==> src/rtl/seq_divider_pkg.sv <==
// Shared calculator constants: datapath width, divider state encoding and the
// codes the control unit uses to drive the divider.
package seq_divider_pkg;

    localparam int CALC_W = 4;

    localparam logic [1:0] ST_IDLE = 2'd0;
    localparam logic [1:0] ST_RUN  = 2'd1;
    localparam logic [1:0] ST_FIN  = 2'd2;

    localparam logic [CALC_W-1:0] DZ_QUOTIENT = '1;
    localparam logic [2:0]        F_DIV       = 3'b100;

endpackage

==> src/rtl/seq_divider_div_step.sv <==
// One combinational restoring-division step: shift in the next dividend bit,
// trial-subtract the divisor and keep the difference when it does not borrow.
module div_step #(
    parameter int W = 4
) (
    input  logic [W-1:0] r,
    input  logic         a_msb,
    input  logic [W-1:0] d,
    output logic [W-1:0] r_next,
    output logic         q_bit
);

    logic [W:0] trial;
    logic [W:0] diff;

    assign trial = {r, a_msb};
    assign diff  = trial - {1'b0, d};

    // With r < d on entry the difference fits in W bits exactly when there is
    // no borrow, so the top bit of diff doubles as the compare result.
    assign q_bit  = ~diff[W];
    assign r_next = q_bit ? diff[W-1:0] : trial[W-1:0];

endmodule

==> src/rtl/seq_divider.sv <==
// Iterative unsigned restoring divider, one quotient bit per clock, started by
// the control unit's go_div pulse and reporting done/div-by-zero back to it.
//
// state | meaning
// IDLE  | waiting for go after reset
// RUN   | iterating, go ignored
// FIN   | result held with done=1, go restarts
module seq_divider
    import seq_divider_pkg::*;
#(
    parameter  int W  = CALC_W,
    localparam int CW = $clog2(W + 1)
) (
    input  logic         clk,
    input  logic         rst,
    input  logic         go,
    input  logic [W-1:0] dividend,
    input  logic [W-1:0] divisor,
    output logic [W-1:0] quotient,
    output logic [W-1:0] remainder,
    output logic         done,
    output logic         busy,
    output logic         div_by_zero,
    output logic         dz_err
);

    logic [1:0]    state;
    logic [CW-1:0] cnt;
    logic [W-1:0]  a_reg;
    logic [W-1:0]  r_reg;
    logic [W-1:0]  d_reg;
    logic [W-1:0]  r_next;
    logic          q_bit;

    assign div_by_zero = (divisor == '0);

    div_step #(.W(W)) u_step (
        .r      (r_reg),
        .a_msb  (a_reg[W-1]),
        .d      (d_reg),
        .r_next (r_next),
        .q_bit  (q_bit)
    );

    always_ff @(posedge clk or posedge rst) begin
        if (rst) begin
            state     <= ST_IDLE;
            cnt       <= '0;
            a_reg     <= '0;
            r_reg     <= '0;
            d_reg     <= '0;
            quotient  <= '0;
            remainder <= '0;
            done      <= 1'b0;
            busy      <= 1'b0;
            dz_err    <= 1'b0;
        end else begin
            case (state)
                ST_IDLE, ST_FIN: begin
                    if (go) begin
                        d_reg  <= divisor;
                        a_reg  <= dividend;
                        r_reg  <= '0;
                        cnt    <= CW'(W);
                        done   <= 1'b0;
                        dz_err <= 1'b0;
                        // Divide by zero skips iteration and reports at once.
                        if (divisor == '0) begin
                            state     <= ST_FIN;
                            quotient  <= '1;
                            remainder <= dividend;
                            dz_err    <= 1'b1;
                            done      <= 1'b1;
                        end else begin
                            state <= ST_RUN;
                            busy  <= 1'b1;
                        end
                    end
                end
                ST_RUN: begin
                    a_reg <= {a_reg[W-2:0], q_bit};
                    r_reg <= r_next;
                    cnt   <= cnt - 1'b1;
                    if (cnt == CW'(1)) begin
                        quotient  <= {a_reg[W-2:0], q_bit};
                        remainder <= r_next;
                        busy      <= 1'b0;
                        done      <= 1'b1;
                        state     <= ST_FIN;
                    end
                end
                default: state <= ST_IDLE;
            endcase
        end
    end

endmodule

==> config.mk <==
export PLATFORM = sky130hd
export DESIGN_NAME = seq_divider
export DESIGN_NICKNAME = d
export VERILOG_FILES = /design/src/rtl/seq_divider_pkg.sv /design/src/rtl/seq_divider_div_step.sv /design/src/rtl/seq_divider.sv
export SDC_FILE = /design/constraint.sdc
export NUM_CORES = 1
export LEC_CHECK = 0
export BUFFER_PORTS_ARGS = -buffer_cell sky130_fd_sc_hd__buf_2
export CAP_MARGIN = 5
export CORE_UTILIZATION = 42
export DETAILED_ROUTE_END_ITERATION = 10
export GPL_TIMING_DRIVEN = 0
export PLACE_DENSITY = 0.71
export SYNTH_ARGS = -nofsm -noshare
export SYNTH_HDL_FRONTEND = slang
export SYNTH_SLANG_ARGS = --single-unit
==> constraint.sdc <==
create_clock -name clk -period 4.8 [get_ports clk]
set_input_delay 0 -clock clk [delete_from_list [all_inputs] [get_ports clk]]
set_output_delay 0 -clock clk [all_outputs]
set_load 0.01 [all_outputs]
==> results of run 1 <==
-- area by class of cell --
class	count	share of cell area, %
Buffer	7	2.02
Clock buffer	4	2.02
Inverter	9	1.88
Multi-Input combinational cell	119	40.2
Sequential cell	28	39.0
Tap cell	46	3.20
Timing Repair Buffer	32	11.7
-- synth_stat cells (2+ instances only) --
| cell type | instances |
|---|---|
| nand3_1 | 4 |
| and3_1 | 3 |
| a31oi_1 | 4 |
| dfrtp_1 | 28 |
| nor2b_1 | 2 |
| nand2_1 | 22 |
| inv_1 | 9 |
| a21oi_1 | 13 |
| a21oi_2 | 3 |
| clkbuf_1 | 3 |
| buf_2 | 2 |
| xnor2_1 | 2 |
| nor2_1 | 23 |
| xor2_1 | 2 |
| nand2b_1 | 3 |
| or3_1 | 2 |
| ha_1 | 6 |
| o21ai_0 | 9 |
| nand3b_1 | 3 |
-- stage by stage --
| step | hold slack, ps | std cells | total power, W | worst slack (ps) |
|---|---|---|---|---|
| 2_1_floorplan | 65.4 | 163 | 0.000973 | 2730 |
| 3_3_place_gp | 208 | 231 | 0.00113 | 2480 |
| 3_5_place_dp | 231 | 231 | 0.00116 | 2420 |
| 4_1_cts | 410 | 245 | 0.00129 | 2400 |
| 5_1_grt | 421 | 245 | 0.00141 | 2220 |
| 6_report | 432 | 245 | 0.00129 | 2420 |
-- worst max-delay path, stage by stage (launching register included) --
cell	delay [ps]
dfrtp_1	410
inv_1	70
ha_1	210
fa_1	390
nand2b_1	170
a21oi_2	420
nor2_1	140
a2111oi_2	350
a21oi_1	120
-- where the power goes --
part           switching [W]  leakage, nW  internal [W]
registers          0.0000780        0.324      0.000349
logic               0.000434        0.489      0.000307
clock network      0.0000725       0.0210     0.0000465
-- final timing paths --
path / to / cells past startpoint / slack [ps]
min in group asynchronous: quotient[3]$_DFFE_PP0P_ / 3 / 450
max reg2reg: remainder[2]$_DFFE_PP0P_ / 8 / 2420
min: d_reg[0]$_DFFE_PP0P_ / 4 / 430
max in group asynchronous: r_reg[3]$_DFFE_PP0P_ / 3 / 3720
max: remainder[2]$_DFFE_PP0P_ / 8 / 2420
min reg2reg: cnt[1]$_DFFE_PP0P_ / 2 / 500
-- cells by family (layout without fill, tap and decap cells) --
logic type | after synthesis | after routing | synth area share (%)
and+or+nand+nor | 68 | 68 | 21.7
xor gates and xnor gates | 4 | 4 | 2.35
adders and majority gates | 7 | 7 | 6.37
muxes | 1 | 1 | 0.670
buffers and inverters | 16 | 52 | 4.69
AOI/OAI and AO/OA | 39 | 39 | 17.3
DFF | 28 | 28 | 46.9
-- routing by layer --
layer  up-vias  GRT usage [%]  routed length (um)  part of all wire [%]
met5         -              0                   0                     0
li1        628              -                   -                     -
met2        50           35.2                1610                    47
met3         5           3.15                 162                   4.8
met1       600           25.6                1610                    47
met4         0           6.67                  35                   1.0
==> flow_metrics.py, run 1 <==
metrics = {
    "sta": {
        "achievable-frequency_mhz": 420,
        "final_hold_viol_count": 0,
        "slew_headroom_pct": 28.5,
        "share_of_the_cycle_needed_by_the_critical_path_after_routing_pct": 49.6,
        "fin_setup_tns_ps": 0,
        "final-max-slew-violation-count": 0,
        "grt_setup_unrepaired": "no",
        "worst_margin_pin_slew_ps": 1070,
        "period_minus_slack_ps": 2380,
        "final_setup_violation_count": 0,
        "final.setup_skew_ps": 3.04,
    },
    "finish": {
        "fillerInstances": 324,
        "antenna_cells_inserted": 0,
        "layout_common_cells": "dfrtp_1 (28), buf_2 (24), nor2_1 (23)",
        "area_growth_pct": 20.4,
        "final-seq-area_um2": 701,
        "finish.net_count": 218,
        "stdcell_area_mm2": 0.00180,
        "multiInputGateArea_um2": 723,
        "drive_gt1_share_pct": 18.1,
        "mostFrequentLayoutCell": "dfrtp_1",
        "final_core_util_pct": 53.5,
    },
    "yosys": {
        "syn-num-nets": 181,
        "synth_largest_type_area_fraction_pct": 46.9,
        "yosys_warnings": 0,
        "synth_async_sr_flop_share_pct": 100,
        "synth.avg_cell_area_um2": 9.17,
        "combined_area_of_all_synthesized_cells_mm2": 0.00149,
        "synth_enable_flop_cells": 0,
        "syn-instance-count": 163,
        "yosys_most_used_dff": "dfrtp_1",
        "seq_area_frac_synth_pct": 46.9,
        "synthTopCellsByArea": "dfrtp_1 (47%), nor2_1 (5.8%), nand2_1 (5.5%), ha_1 (5.0%), a21oi_1 (4.4%)",
        "synth-seq-cells": 28,
        "ys_types": 39,
        "top_cell_type_by_total_area_after_synthesis": "dfrtp_1",
    },
    "critical_path": {
        "critPathLaunch": "a_reg[3]$_DFFE_PP0P_",
        "worst_ep_required_time_ps": 5030,
        "worst_setup_path_start_kind": "flip-flop",
        "worstSetupPathType": "reg -> reg",
        "timing.critical_path.arrival_ps": 2610,
        "critical_path_peak_fanout": 10,
        "r2r_startpoint": "a_reg[3]$_DFFE_PP0P_",
        "critical_path.endpoint_type": "flip-flop",
    },
    "die": {
        "core_area_mm2": 0.00336,
        "placementRows": 21,
        "fp.dieW_um": 61.6,
        "fp.dieH_um": 61.6,
        "die-area_mm2": 0.00380,
        "io_pins": 23,
        "start_util_pct": 44.4,
    },
    "worst_hold_path": {
        "min_delay_worst_type": "in -> reg",
        "min_delay_startpoint": "divisor[0]",
    },
    "global_routing": {
        "antenna_found_initial": 0,
        "grt_pass1_wl_um": 5550,
        "grt_overflow": 0,
        "grt_start_max_net_pins": 29,
        "number_of_global_route_vias_before_repair": 1257,
        "grt.total_usage_pct": 20.2,
    },
    "clocking": {
        "cts.sink_count": 28,
        "ctsLongestPathBuffers": 2,
        "clkLatencyLatePin_ps": 330,
        "cts_tree": "built",
        "cts.htree.levels": 1,
        "cts_buffers": 3,
        "cts_resized": 0,
        "clock_input_transition_at_the_sequential_cells_of_the_worst_setup_and_hold_paths_ps": 150,
        "post_cts.repair.setup_buffers": 0,
        "cts.root.buffer_cell": "clkbuf_4",
        "cts_hold_repair.buffers": 10,
    },
    "run_status": {
        "outcome": "finished, final reports clean",
    },
    "detailed_routing": {
        "vias": 1283,
        "post_drt_via_cell_ratio": 5.24,
        "totalWireLength_um": 3410,
        "drtPass1Iterations": 4,
        "avgRoutedWirePerCell_um": 13.9,
        "detail_route.drc_violations": 0,
        "final_antenna_net_count": 0,
        "first_iter_violations": 47,
    },
    "placement": {
        "finalWeightedCongestion": 0.863,
        "detailed_place.area_mm2": 0.00166,
        "io_buffer_count": 22,
        "detailed_place_hpwl_um": 2450,
    },
    "power": {
        "ir_drop_v": 0.000261,
        "power_density_mw_per_mm2": 716,
        "p_leak_nw": 0.834,
    },
    "job": {
        "cap_violations": 0,
    },
}
No activity file was read; power rests on OpenSTA's default activity.
==> run 2: changes to the inputs <==
==> constraint.sdc (replaced) <==
create_clock -name clk -period 2.2 [get_ports clk]
set_input_delay 0 -clock clk [delete_from_list [all_inputs] [get_ports clk]]
set_output_delay 0 -clock clk [all_outputs]
set_load 0.01 [all_outputs]
==> flow_metrics.py, run 2 (synthesis gave the netlist of run 1 again) <==
metrics = {
    "run_status": {
        "outcome": "finished, final reports clean",
    },
    "die": {
        "start_util_pct": 44.4,
        "placementRows": 21,
        "core_area_mm2": 0.00336,
        "die-area_mm2": 0.00380,
        "fp.dieH_um": 61.6,
        "fp.dieW_um": 61.6,
        "io_pins": 23,
    },
    "detailed_routing": {
        "totalWireLength_um": 3540,
        "first_iter_violations": 57,
        "avgRoutedWirePerCell_um": 14.3,
        "detail_route.drc_violations": 0,
        "post_drt_via_cell_ratio": 5.31,
        "final_antenna_net_count": 0,
        "vias": 1311,
        "drtPass1Iterations": 4,
    },
    "sta": {
        "achievable-frequency_mhz": 484,
        "final_critical_path_setup_slack_ps": 134,
        "period_minus_slack_ps": 2070,
        "share_of_the_cycle_needed_by_the_critical_path_after_routing_pct": 93.9,
        "final.setup_skew_ps": 8.28,
        "final-max-slew-violation-count": 0,
        "final_setup_violation_count": 0,
        "worst_margin_pin_slew_ps": 1060,
        "final_hold_viol_count": 0,
        "fin_hold_ws_ps": 430,
        "slew_headroom_pct": 29.1,
        "grt_setup_unrepaired": "no",
    },
    "finish": {
        "antenna_cells_inserted": 0,
        "post_route_non_filler_standard_cell_count": 247,
        "mostFrequentLayoutCell": "dfrtp_1",
        "area_growth_pct": 25.1,
        "layout_common_cells": "dfrtp_1 (28), buf_2 (24), nand2_1 (22), nor2_1 (22), a21oi_1 (13)",
        "drive_gt1_share_pct": 21.4,
        "final_core_util_pct": 55.6,
        "finish.net_count": 220,
    },
    "critical_path": {
        "critical_path.endpoint_type": "flip-flop",
        "worst_setup_path_start_kind": "flip-flop",
        "regToRegEndpoint": "remainder[0]$_DFFE_PP0P_",
        "worst_ep_required_time_ps": 2440,
        "r2r_cells": 9,
        "critical_path_peak_fanout": 7,
        "worstSetupPathType": "reg -> reg",
        "r2r_startpoint": "a_reg[3]$_DFFE_PP0P_",
        "worst-r2r-setup-slack_ps": 130,
        "timing.critical_path.arrival_ps": 2300,
    },
    "worst_hold_path": {
        "min_delay_worst_type": "in -> reg",
        "min_delay_startpoint": "divisor[0]",
        "min_path_cells": 4,
        "hold_path_end": "d_reg[0]$_DFFE_PP0P_",
    },
    "power": {
        "power_density_mw_per_mm2": 1650,
        "fin_total_pwr_w": 0.00309,
        "ir_drop_v": 0.000608,
        "p_leak_nw": 0.855,
    },
    "clocking": {
        "clkLatencyLatePin_ps": 340,
        "cts.sink_count": 28,
        "cts_tree": "built",
        "clock_input_transition_at_the_sequential_cells_of_the_worst_setup_and_hold_paths_ps": 160,
        "cts.htree.levels": 1,
        "cts_buffers": 3,
        "cts.root.buffer_cell": "clkbuf_4",
        "ctsLongestPathBuffers": 2,
    },
    "global_routing": {
        "number_of_global_route_vias_before_repair": 1278,
        "grt_start_max_net_pins": 29,
        "antenna_found_initial": 0,
        "grt_pass1_wl_um": 5640,
        "grt.total_usage_pct": 20.5,
        "grt_overflow": 0,
    },
    "placement": {
        "detailedPlace.worstSlack_ps": -177,
        "detailed_place_hpwl_um": 2450,
        "io_buffer_count": 22,
        "finalWeightedCongestion": 0.863,
        "placed_cell_count": 231,
    },
    "job": {
        "cap_violations": 0,
    },
}
[run 2: changes by cell type in the layout (fill, tap and decap cells not counted), sizes merged]
cell / previous run / this run
buf: 26 / 28
[run 2: report_power, final]
group          internal (W)  switching (W)
Combinational      0.000841        0.00105
Sequential         0.000760       0.000170
Clock              0.000102       0.000163
[run 2: what timing repair did]
action	CTS	global route
pin swaps	1	3
gates resized for setup	1	7
hold buffers	10	0
endpoints found under the hold margin	39	0
buffers inserted	1	1
setup endpoints to repair	6	8
[run 2: area by class of cell]
type / count / area (um2)
clock buffer: 4 / 36.3
tap: 46 / 57.6
sequential: 28 / 701
buffer: 7 / 36.3
timing repair buffer: 34 / 238
fill: 314 / 1490
multi-input combinational: 119 / 767
inverter: 9 / 33.8
[run 2: stage by stage]
stage	cell area (um2)	TNS (ps)
2_1_floorplan	1490	0
3_3_place_gp	1660	-129
3_5_place_dp	1660	-247
4_1_cts	1830	0
5_1_grt	1870	0
6_report	1870	0
[run 2: how the worst max path moves through the flow]
stage | cells past startpoint | slack, ps | startpoint | to
3_5_place_dp | 8 | -180 | a_reg[3]$_DFFE_PP0P_ | remainder[2]$_DFFE_PP0P_
3_3_place_gp | 8 | -120 | a_reg[3]$_DFFE_PP0P_ | remainder[2]$_DFFE_PP0P_
4_1_cts | 9 | 0.3 | a_reg[3]$_DFFE_PP0P_ | remainder[0]$_DFFE_PP0P_
2_1_floorplan | 8 | 130 | a_reg[3]$_DFFE_PP0P_ | remainder[2]$_DFFE_PP0P_
5_1_grt | 9 | 3 | a_reg[3]$_DFFE_PP0P_ | remainder[0]$_DFFE_PP0P_
6_report | 9 | 130 | a_reg[3]$_DFFE_PP0P_ | remainder[0]$_DFFE_PP0P_
[run 2: critical path: stages, from the launching register on]
cell	delay [ps]
dfrtp_1	400
inv_1	70
ha_1	210
fa_2	350
nand2b_4	160
a21oi_4	220
buf_12	160
a21oi_1	50
a211oi_1	250
a21oi_2	90
[run 2: per-layer routing]
layer / vias up / share of wire, % / GRT usage [%]
met5: - / 0 / 0
met4: 0 / 1.5 / 7.62
met3: 7 / 4.7 / 3.15
met2: 49 / 47 / 35.0
met1: 623 / 47 / 26.2
li1: 632 / - / -
==> run 3: changes to the inputs <==
--- a/config.mk
+++ b/config.mk
@@ -11,6 +11,7 @@
 export DETAILED_ROUTE_END_ITERATION = 10
 export GPL_TIMING_DRIVEN = 0
 export PLACE_DENSITY = 0.71
+export RECOVER_POWER = 100
 export SYNTH_ARGS = -nofsm -noshare
 export SYNTH_HDL_FRONTEND = slang
 export SYNTH_SLANG_ARGS = --single-unit
==> flow_metrics.py, run 3 (synthesis gave the netlist of run 1 again) <==
metrics = {
    "run_status": {
        "outcome": "finished, final reports clean",
    },
    "die": {
        "die-area_mm2": 0.00380,
        "start_util_pct": 44.4,
        "core_area_mm2": 0.00336,
        "io_pins": 23,
        "placementRows": 21,
        "fp.dieW_um": 61.6,
        "fp.dieH_um": 61.6,
    },
    "worst_hold_path": {
        "min_delay_worst_type": "in -> reg",
    },
    "clocking": {
        "ctsLongestPathBuffers": 2,
        "cts.root.buffer_cell": "clkbuf_4",
        "cts.sink_count": 28,
        "cts.htree.levels": 1,
        "clock_input_transition_at_the_sequential_cells_of_the_worst_setup_and_hold_paths_ps": 160,
        "cts_tree": "built",
        "clkLatencyLatePin_ps": 340,
        "cts_buffers": 3,
    },
    "detailed_routing": {
        "first_iter_violations": 48,
        "detail_route.drc_violations": 0,
        "vias": 1310,
        "post_drt_via_cell_ratio": 5.30,
        "drtPass1Iterations": 4,
        "final_antenna_net_count": 0,
        "avgRoutedWirePerCell_um": 14.3,
        "totalWireLength_um": 3520,
    },
    "critical_path": {
        "critical_path.endpoint_type": "flip-flop",
        "crit_path_max_incr_delay_ps": 400,
        "worst_ep_required_time_ps": 2420,
        "path_cells": "inv_1 -> ha_1 -> fa_2 -> nand2b_4 -> a21oi_4 -> nor2_2 -> a2111oi_4 -> a21oi_1",
        "timing.critical_path.arrival_ps": 2300,
        "cpMaxStageDelayCell": "dfrtp_1",
        "critical_path_peak_fanout": 4,
        "worstSetupPathType": "reg -> reg",
        "worst_setup_path_start_kind": "flip-flop",
    },
    "finish": {
        "drive_gt1_share_pct": 13.9,
        "layout_common_cells": "dfrtp_1 (28), nand2_1 (22), nor2_1 (22)",
        "antenna_cells_inserted": 0,
        "stdcell_area_mm2": 0.00183,
        "final_core_util_pct": 54.5,
        "mostFrequentLayoutCell": "dfrtp_1",
        "finish.net_count": 220,
        "area_growth_pct": 22.6,
    },
    "global_routing": {
        "grt.met2_usage_pct": 35.0,
        "antenna_found_initial": 0,
        "grt_pass1_wl_um": 5640,
        "globalRoute.busiestLayer": "met2",
        "met3_usage_in_global_routing_pct": 3.15,
        "number_of_global_route_vias_before_repair": 1278,
        "grt.total_usage_pct": 20.5,
        "grt_start_max_net_pins": 29,
        "global_route.usage.met1_pct": 26.2,
        "grt_overflow": 0,
    },
    "sta": {
        "final_setup_violation_count": 0,
        "period_minus_slack_ps": 2080,
        "slew_headroom_pct": 28.7,
        "final_hold_viol_count": 0,
        "final.setup_skew_ps": 10.4,
        "achievable-frequency_mhz": 481,
        "grt_setup_unrepaired": "no",
        "worst_margin_pin_slew_ps": 1070,
        "final-max-slew-violation-count": 0,
        "fin_setup_tns_ps": 0,
        "share_of_the_cycle_needed_by_the_critical_path_after_routing_pct": 94.5,
    },
    "placement": {
        "finalWeightedCongestion": 0.863,
        "detailed_place_hpwl_um": 2450,
        "io_buffer_count": 22,
        "detailed_place.area_mm2": 0.00166,
    },
    "power": {
        "p_leak_nw": 0.817,
        "fin_total_pwr_w": 0.00305,
        "power_density_mw_per_mm2": 1670,
        "ir_drop_v": 0.000610,
    },
    "job": {
        "cap_violations": 0,
    },
}
==> run 3: cell type report <==
class / instances / area (um2)
Timing Repair Buffer: 34 / 221
Sequential cell: 28 / 701
Fill cell: 323 / 1530
Clock buffer: 4 / 36.3
Multi-Input combinational cell: 119 / 752
Buffer: 7 / 30.0
Inverter: 9 / 33.8
Tap cell: 46 / 57.6
==> run 3: path summary, 6_finish.rpt <==
path	startpoint	end	slack [ps]	depth (start not counted)
max	a_reg[3]$_DFFE_PP0P_	remainder[2]$_DFFE_PP0P_	120	8
min	divisor[0]	d_reg[0]$_DFFE_PP0P_	430	4
max reg2reg	a_reg[3]$_DFFE_PP0P_	remainder[2]$_DFFE_PP0P_	120	8
min reg2reg	cnt[1]$_DFFE_PP0P_	cnt[1]$_DFFE_PP0P_	500	2
max in group asynchronous	rst	r_reg[3]$_DFFE_PP0P_	1120	3
min in group asynchronous	rst	quotient[3]$_DFFE_PP0P_	440	3
==> run 3: stage by stage <==
step	worst slack (ps)	std cells	hold WS [ps]
floorplan	135	163	65.4
global placement	-117	231	208
detailed placement	-177	231	231
CTS	0.283	246	410
global route	2.83	247	421
finish	122	247	425
==> run 3: worst max-delay path, delay by kind of cell (launching register included) <==
family	cells	cell delay (ps)
flops	1	400
simple gates	2	260
buf+inv	1	70
fa+ha+maj	2	560
compound gates	3	670
==> run 3: repair_timing <==
item                                    in CTS  in global routing
hold buffers                                10                  0
resized for setup                            1                  7
buffers inserted                             1                  1
pin swaps                                    1                  3
endpoints found under the hold margin       39                  0
endpoints found under the setup margin       6                  8
==> run 3: where the power goes <==
group / switching (W) / internal (W) / total, W
Sequential: 0.000172 / 0.000760 / 0.000932
Combinational: 0.00105 / 0.000809 / 0.00186
Clock: 0.000160 / 0.000101 / 0.000262
Total: 0.00138 / 0.00167 / 0.00305
==> run 3: layer usage <==
metal	wire, um	part of all wire [%]	vias to the layer above
met4	51	1.4	0
met2	1670	47	50
met3	144	4.1	7
li1	-	-	631
met1	1650	47	622
met5	0	0	-
